==> src/rtl/sipo_frame_rx_if.sv <==
// Bundle of serial-line, consumer-handshake and status signals for sipo_frame_rx.
// The master modport is the line/consumer side; the slave modport is the receiver.
interface sipo_frame_rx_if #(
    parameter int WIDTH = 4
);
    logic             si;
    logic             si_en;
    logic             rd_en;
    logic             clr;
    logic [WIDTH-1:0] dout;
    logic             dvalid;
    logic             ovr;
    logic             ferr;
    logic             busy;

    modport master (
        output si, si_en, rd_en, clr,
        input  dout, dvalid, ovr, ferr, busy
    );

    modport slave (
        input  si, si_en, rd_en, clr,
        output dout, dvalid, ovr, ferr, busy
    );
endinterface

==> src/rtl/sipo_frame_rx.sv <==
// Serial-to-parallel frame receiver: start bit 0, WIDTH data bits LSB-first, stop bit 1,
// delivered through a one-entry holding register with sticky overrun/framing flags.
module sipo_frame_rx #(
    parameter int WIDTH = 4
) (
    input logic          CK,
    input logic          RSTn,
    sipo_frame_rx_if.slave bus
);
    localparam int CW = $clog2(WIDTH);
    localparam logic [CW-1:0] CNT_LAST = CW'(WIDTH - 1);

    localparam logic [1:0] S_IDLE  = 2'd0;
    localparam logic [1:0] S_DATA  = 2'd1;
    localparam logic [1:0] S_STOP  = 2'd2;
    localparam logic [1:0] S_BREAK = 2'd3;

    logic [1:0]       state_q,  state_d;
    logic [CW-1:0]    cnt_q,    cnt_d;
    logic [WIDTH-1:0] shreg_q,  shreg_d;
    logic [WIDTH-1:0] dout_q,   dout_d;
    logic             dvalid_q, dvalid_d;
    logic             ovr_q,    ovr_d;
    logic             ferr_q,   ferr_d;

    logic good_stop;
    logic bad_stop;
    logic ovr_set;

    assign good_stop = bus.si_en && (state_q == S_STOP) &&  bus.si;
    assign bad_stop  = bus.si_en && (state_q == S_STOP) && !bus.si;

    // Frame sequencing: only strobed edges advance the line-side state.
    always_comb begin
        // NOTE: every variable gets a default first so no path leaves it unassigned (no latch).
        state_d = state_q;
        cnt_d   = cnt_q;
        shreg_d = shreg_q;
        if (bus.si_en) begin
            case (state_q)
                S_IDLE: begin
                    if (!bus.si) begin
                        state_d = S_DATA;
                        cnt_d   = '0;
                    end
                end
                S_DATA: begin
                    shreg_d = {bus.si, shreg_q[WIDTH-1:1]};
                    cnt_d   = cnt_q + 1'b1;
                    if (cnt_q == CNT_LAST) state_d = S_STOP;
                end
                S_STOP:  state_d = bus.si ? S_IDLE : S_BREAK;
                default: if (bus.si) state_d = S_IDLE;
            endcase
        end
    end

    // Holding register: a same-edge pop frees the slot for the arriving word.
    always_comb begin
        dout_d   = dout_q;
        dvalid_d = dvalid_q;
        ovr_set  = 1'b0;
        if (good_stop) begin
            if (!dvalid_q || bus.rd_en) begin
                dout_d   = shreg_q;
                dvalid_d = 1'b1;
            end else begin
                ovr_set  = 1'b1;
            end
        end else if (bus.rd_en) begin
            dvalid_d = 1'b0;
        end
    end

    // Sticky flags: a set condition beats clr on the same edge.
    always_comb begin
        ovr_d  = ovr_q;
        ferr_d = ferr_q;
        if (bus.clr) begin
            ovr_d  = 1'b0;
            ferr_d = 1'b0;
        end
        if (ovr_set)  ovr_d  = 1'b1;
        if (bad_stop) ferr_d = 1'b1;
    end

    always_ff @(posedge CK or negedge RSTn) begin
        if (!RSTn) begin
            state_q  <= S_IDLE;
            cnt_q    <= '0;
            shreg_q  <= '0;
            dout_q   <= '0;
            dvalid_q <= 1'b0;
            ovr_q    <= 1'b0;
            ferr_q   <= 1'b0;
        end else begin
            // NOTE: non-blocking so every register samples pre-edge values of the others.
            state_q  <= state_d;
            cnt_q    <= cnt_d;
            shreg_q  <= shreg_d;
            dout_q   <= dout_d;
            dvalid_q <= dvalid_d;
            ovr_q    <= ovr_d;
            ferr_q   <= ferr_d;
        end
    end

    assign bus.dout   = dout_q;
    assign bus.dvalid = dvalid_q;
    assign bus.ovr    = ovr_q;
    assign bus.ferr   = ferr_q;
    assign bus.busy   = (state_q != S_IDLE);
endmodule

==> src/flat_wrapper.sv <==
// flat-port wrapper written by rule: the top's interface ports become plain ports
module sipo_frame_rx_flat 
#(
    parameter int WIDTH = 4
)
  (CK, RSTn, bus_si, bus_si_en, bus_rd_en, bus_clr, bus_dout, bus_dvalid, bus_ovr, bus_ferr, bus_busy);
  sipo_frame_rx_if #(.WIDTH(WIDTH)) bus_i ();
  input logic CK;
  input logic RSTn;
  input wire logic [$bits(bus_i.si)-1:0] bus_si;
  input wire logic [$bits(bus_i.si_en)-1:0] bus_si_en;
  input wire logic [$bits(bus_i.rd_en)-1:0] bus_rd_en;
  input wire logic [$bits(bus_i.clr)-1:0] bus_clr;
  output wire logic [$bits(bus_i.dout)-1:0] bus_dout;
  output wire logic [$bits(bus_i.dvalid)-1:0] bus_dvalid;
  output wire logic [$bits(bus_i.ovr)-1:0] bus_ovr;
  output wire logic [$bits(bus_i.ferr)-1:0] bus_ferr;
  output wire logic [$bits(bus_i.busy)-1:0] bus_busy;
  assign bus_i.si = bus_si;
  assign bus_i.si_en = bus_si_en;
  assign bus_i.rd_en = bus_rd_en;
  assign bus_i.clr = bus_clr;
  assign bus_dout = bus_i.dout;
  assign bus_dvalid = bus_i.dvalid;
  assign bus_ovr = bus_i.ovr;
  assign bus_ferr = bus_i.ferr;
  assign bus_busy = bus_i.busy;
  sipo_frame_rx #(.WIDTH(WIDTH)) u_core (.CK(CK), .RSTn(RSTn), .bus(bus_i));
endmodule
==> config.mk <==
export PLATFORM = sky130hd
export DESIGN_NAME = sipo_frame_rx_flat
export DESIGN_NICKNAME = d
export VERILOG_FILES = /design/src/rtl/sipo_frame_rx_if.sv /design/src/rtl/sipo_frame_rx.sv /design/src/flat_wrapper.sv
export SDC_FILE = /design/constraint.sdc
export NUM_CORES = 1
export LEC_CHECK = 0
export ABC_AREA = 0
export BUFFER_PORTS_ARGS = -buffer_cell sky130_fd_sc_hd__clkbuf_2
export CAP_MARGIN = 20
export CORE_MARGIN = 1
export CORE_UTILIZATION = 41
export DETAILED_ROUTE_END_ITERATION = 8
export HOLD_SLACK_MARGIN = 0.03
export MAX_ROUTING_LAYER = met4
export PLACE_DENSITY = 0.61
export SYNTH_ARGS = -nofsm -noshare
export SYNTH_HDL_FRONTEND = slang
export SYNTH_SLANG_ARGS = --single-unit
==> constraint.sdc <==
create_clock -name CK -period 1.9 [get_ports CK]
set_input_delay 0.19 -clock CK [delete_from_list [all_inputs] [get_ports CK]]
set_output_delay 0.19 -clock CK [all_outputs]
set_load 0.005 [all_outputs]
# --- Word level (Yosys, flattened, before mapping) ---
# Cells that the tools add are included.
# W data, S select, Z words.
totals:
  output_inout_bits: 8
  in_bits: 6
  register_bits: 15
  elab_cells: 47
op_classes:
  add_sub_neg: 1
  n_eq_ne: 6
  muxes: 15
  reduce_logical: 18
ops:
  columns: ["cell", "n"]
  rows:
  - ["$mux W2", 5]
  - ["$reduce_bool A2 Y1", 5]
  - ["$mux W1", 8]
  - ["$pmux W2 S3", 1]
  - ["$reduce_and A2 Y1", 3]
  - ["$eq A2 B2 Y1 const B", 2]
  - ["$ne A2 B2 Y1 const B", 2]
  - ["$pmux W2 S2", 1]
  - ["$reduce_and A4 Y1", 1]
  - ["$reduce_bool A4 Y1", 1]
  - ["$logic_and A1 B1 Y1", 3]
  - ["$reduce_and A3 Y1", 1]
  - ["$add A2 B1 Y2 const B", 1]
  - ["$eq A2 B1 Y1 const B", 1]
  - ["$logic_not A1 Y1", 2]
  - ["$logic_not A2 Y1", 1]
  - ["$ne A2 B1 Y1 const B", 1]
  - ["$logic_or A1 B1 Y1", 1]

# --- Longest topological paths before layout ---
logic_depth:
  word_depth: 5
  mapped_depth: 4
  ltp_nobuf: 4

# --- Worst setup path after synthesis ---
# Ideal clock, no wire load.
synth_timing:
  path_kind: "register -> register"
  startpoint: "register u_core.state_q[0]"
  endpoint: "register u_core.dout_q[0], in the netlist u_core.bus.dout[0]"
  slack_ns: 0.628
  path_stages_with_launch: 5
  arrival_ns: 1.145
  period_less_slack_ns: 1.272
  setup_time_ns: 0.128
  required_time_ns: 1.772
  n_path_buf: 1
  cell_sequence: "dfrtp_1 buf_6 nand4b_4 nor2b_4 mux2_1"
synth_between:
  elab_chain_cells: 4
synth_lines:
  columns: ["element", "line", "rtl"]
  rows:
  - ["from (decl)", "sipo_frame_rx.sv:18", "logic [1:0] state_q, state_d;"]
  - ["from (signal assigned)", "sipo_frame_rx.sv:98", "state_q <= state_d;"]
  - ["$eq A2 B2 Y1", "sipo_frame_rx.sv:30", "assign good_stop = bus.si_en && (state_q == S_STOP) && bus.si;"]
  - ["$logic_and A1 B1 Y1 (2 in a row)", "sipo_frame_rx.sv:30", null]
  - ["$reduce_and A2 Y1 (no line)", null, null]
  - ["to (signal assigned)", "sipo_frame_rx.sv:101", "dout_q <= dout_d;"]
  - ["to (decl)", "sipo_frame_rx.sv:21", "logic [WIDTH-1:0] dout_q, dout_d;"]
# Every way passes these cells.
# A chain may end at the register's enable or synchronous reset.

# --- Worst setup path in the final report ---
layout_timing:
  startpoint: "register u_core.state_q[0]"
  endpoint: "output port bus_busy"
layout_between:
  elab_chain_cells: 1
layout_lines:
  columns: ["element", "line", "rtl"]
  rows:
  - ["$reduce_bool A2 Y1", "sipo_frame_rx.sv:112", "assign bus.busy = (state_q != S_IDLE);"]
  - ["to (decl)", "flat_wrapper.sv:18", "output wire logic [$bits(bus_i.busy)-1:0] bus_busy;"]
# Every way passes these cells.

==> flow_summary.toml <==
[floorplanning]
ios = 14
rows = 14
die_h_um = 42.7
start_util_pct = 44.7
core_area_mm2 = 0.00152
dieArea_mm2 = 0.00183
die_w_um = 42.7

[sta]
setup_tns_ns = 0
hold_viol_final = 0
setup_viol = 0
rsz0062_at_grt = "no"
max_freq_ghz = 0.694
final_max_slew_viol_count = 0
worst_slew_pin_slew_ns = 0.383
period_share_pct = 75.9
slew_headroom_pct = 74.4
timing.final.crit_period_ns = 1.44
skew_ns = 0.00253

[critical_path]
crit_chain = "or2_2, clkbuf_2"
critPathSlowestCell = "dfrtp_1"
timing.rr.start = "u_core.state_q[0]$_DFFE_PN0P_"
crit_arrival_ns = 1.25
crit_path_start_kind = "flop"
crit_fanout = 10
regToRegSetupSlack_ns = 0.50
endpoint_kind = "output pin"
slowest_delay_ns = 0.51
rr_worst_depth = 3
r2r-end = "u_core.bus.dout[2]$_DFFE_PN0P_"
critPathRequiredTime_ns = 1.71
criticalPathCategory = "reg2out"

[layout]
n_antenna_cell = 0
drive_above_1_share_pct = 35.3
nets = 76
final_cells = 84
areaGrowthSynthToFinish_pct = 15.4

[detailed_routing]
firstDrtPassIters = 4
vias = 426
routedWlPerCell_um = 13.2
routed_via_density = 5.07
drtIter0Drc = 5
totalWireLength_um = 1110
antenna_left = 0
route.detailed.drc = 0

[clocking]
cts_tree = "built"
clock-sinks = 15
clkSlewWorstSetupHoldPaths_ns = 0.09
clk_latency_ns = 0.28
cts_setup_buffers = 0
clock-root-buffer = "clkbuf_4"
numCtsBuffers = 3
htree_levels = 1
ctsLongestPathBuffers = 2

[synth]
ys_seq_elements = 15
syn_nets = 59
netlist_instances = 52
yosysWarnings = 0
yosysUniqueCellTypes = 21
ys_seq_area_share_pct = 55.1
synth.cell_area_um2 = 681
syn_area_per_cell_um2 = 13.1

[place]
dp.cells = 79
gp_congestion = 0.702
hpwl_um = 785
port_buffers = 13

[status]
status = "completed"

[job]
drv_cap = 0

[pwr]
vdd_drop_max_uv = 638
finalPower_uw = 1110
p_per_area_mw_per_mm2 = 1420
power_leakage_uw = 0.000419

[grt]
antenna_found_initial = 0
grt_pass1_wl_um = 2000
first_global_vias = 449
grt_max_degree = 16
grtUsageTotal_pct = 16.0
overflow = 0

[min_path]
hp-class = "in2reg"
min_from = "bus_clr"
min_delay_path_depth = 2
min_to = "u_core.bus.ferr$_DFFE_PN0P_"
==> cell families (layout without fill, tap and decap cells) <==
group           after synthesis  count (layout)  synth area share, %
mux                           7               7                 13.2
simple gates                 12              12                 14.9
fa+ha+maj                     1               1                 1.84
flops                        15              15                 55.1
buf+inv                       6              22                 4.59
compound gates               11              11                 10.3
==> critical path: cells and delay by family (launching register included) <==
family / cells / cell delay (ns)
flip-flops: 1 / 0.51
AND/OR/NAND/NOR: 1 / 0.34
buffers and inverters: 1 / 0.11
==> through the flow <==
stage / hold slack, ns / utilization, % / cell area, um2 / setup WS, ns
finish: 0.0868 / 51.6 / 786 / 0.458
global route: 0.0823 / 51.6 / 786 / 0.386
global placement: 0.124 / 49.2 / 749 / 0.509
detailed placement: 0.125 / 49.2 / 749 / 0.510
CTS: 0.0901 / 51.6 / 786 / 0.455
floorplan: -0.106 / - / 681 / 0.628
==> where the power goes <==
group	internal, uW	switching, uW	total, uW
sequential	444	135	580
combinational	213	132	345
clock	81.6	106	187
total	739	373	1110
==> layout make-up <==
| cell class | instances | area [um2] |
|---|---|---|
| well taps | 16 | 20.0 |
| fillers | 137 | 738 |
| inverters | 4 | 15.0 |
| repair buffers | 14 | 75.1 |
| clock buffers | 4 | 26.3 |
| flip-flops and latches | 15 | 375 |
| multi-input cells | 31 | 274 |
==> metal layers <==
layer | vias up | track usage [%] | part of all wire (%)
met4 | 0 | 13.1 | 3.6
met2 | 11 | 20.6 | 41
li1 | 212 | - | -
met5 | - | - | 0
met3 | 4 | 5.53 | 4.4
met1 | 199 | 19.8 | 51
==> what timing repair did <==
item | in CTS | in global routing
hold buffers | 1 | 0
resized for setup | 0 | 0
endpoints found under the hold margin | 15 | 0
==> Yosys cell counts <==
cell | instances | area share, %
a21o_1 | 1 | 1.1
a31oi_1 | 2 | 1.8
a32o_1 | 1 | 1.5
buf_2 | 1 | 0.73
buf_6 | 1 | 1.7
dfrtp_1 | 15 | 55
ha_1 | 1 | 1.8
inv_1 | 4 | 2.2
mux2_1 | 4 | 6.6
mux2_4 | 3 | 6.6
nand2_1 | 4 | 2.2
nand2_4 | 1 | 1.7
nand2b_1 | 1 | 0.92
nand4b_4 | 1 | 3.5
nor2b_1 | 1 | 0.92
nor2b_4 | 2 | 4.0
nor3_1 | 1 | 0.73
o21ai_0 | 5 | 3.7
o22ai_1 | 1 | 0.92
o32ai_1 | 1 | 1.3
or2_2 | 1 | 0.92
==> worst max path at each step <==
stage | start | end | slack [ns] | depth (start not counted)
after global routing | u_core.state_q[0]$_DFFE_PN0P_ | bus_busy | 0.39 | 2
after floorplan | u_core.state_q[0]$_DFFE_PN0P_ | u_core.bus.dout[0]$_DFFE_PN0P_ | 0.63 | 4
after detailed placement | u_core.state_q[0]$_DFFE_PN0P_ | u_core.bus.dout[3]$_DFFE_PN0P_ | 0.51 | 3
after CTS | u_core.state_q[0]$_DFFE_PN0P_ | bus_busy | 0.45 | 2
final | u_core.state_q[0]$_DFFE_PN0P_ | bus_busy | 0.46 | 2
after global placement | u_core.state_q[0]$_DFFE_PN0P_ | u_core.bus.dout[2]$_DFFE_PN0P_ | 0.51 | 3
==> flip-flops by register name, indices dropped and copies added, names as in the netlist <==
name               cells
u_core.bus.dvalid      1
u_core.bus.dout        4
u_core.state_q         2
u_core.cnt_q           2
u_core.bus.ovr         1
u_core.bus.ferr        1
u_core.shreg_q         4
==> cell usage in the layout, fill, tap and decap left out <==
| master | instances |
|---|---|
| clkbuf_2 | 13 |
| mux2_1 | 4 |
| nor2b_4 | 2 |
| o22ai_1 | 1 |
| clkbuf_1 | 1 |
| nor3_1 | 1 |
| nand4b_4 | 1 |
| a31oi_1 | 2 |
| o32ai_1 | 1 |
| dfrtp_1 | 15 |
| nor2b_1 | 1 |
| inv_1 | 4 |
| nand2b_1 | 1 |
| or2_2 | 1 |
| nand2_4 | 1 |
| nand2_1 | 4 |
| mux2_4 | 3 |
| ha_1 | 1 |
| o21ai_0 | 5 |
| a21o_1 | 1 |
| a32o_1 | 1 |
| clkbuf_4 | 3 |
| dlygate4sd3_1 | 1 |
Power figures use the tool's default switching activity.
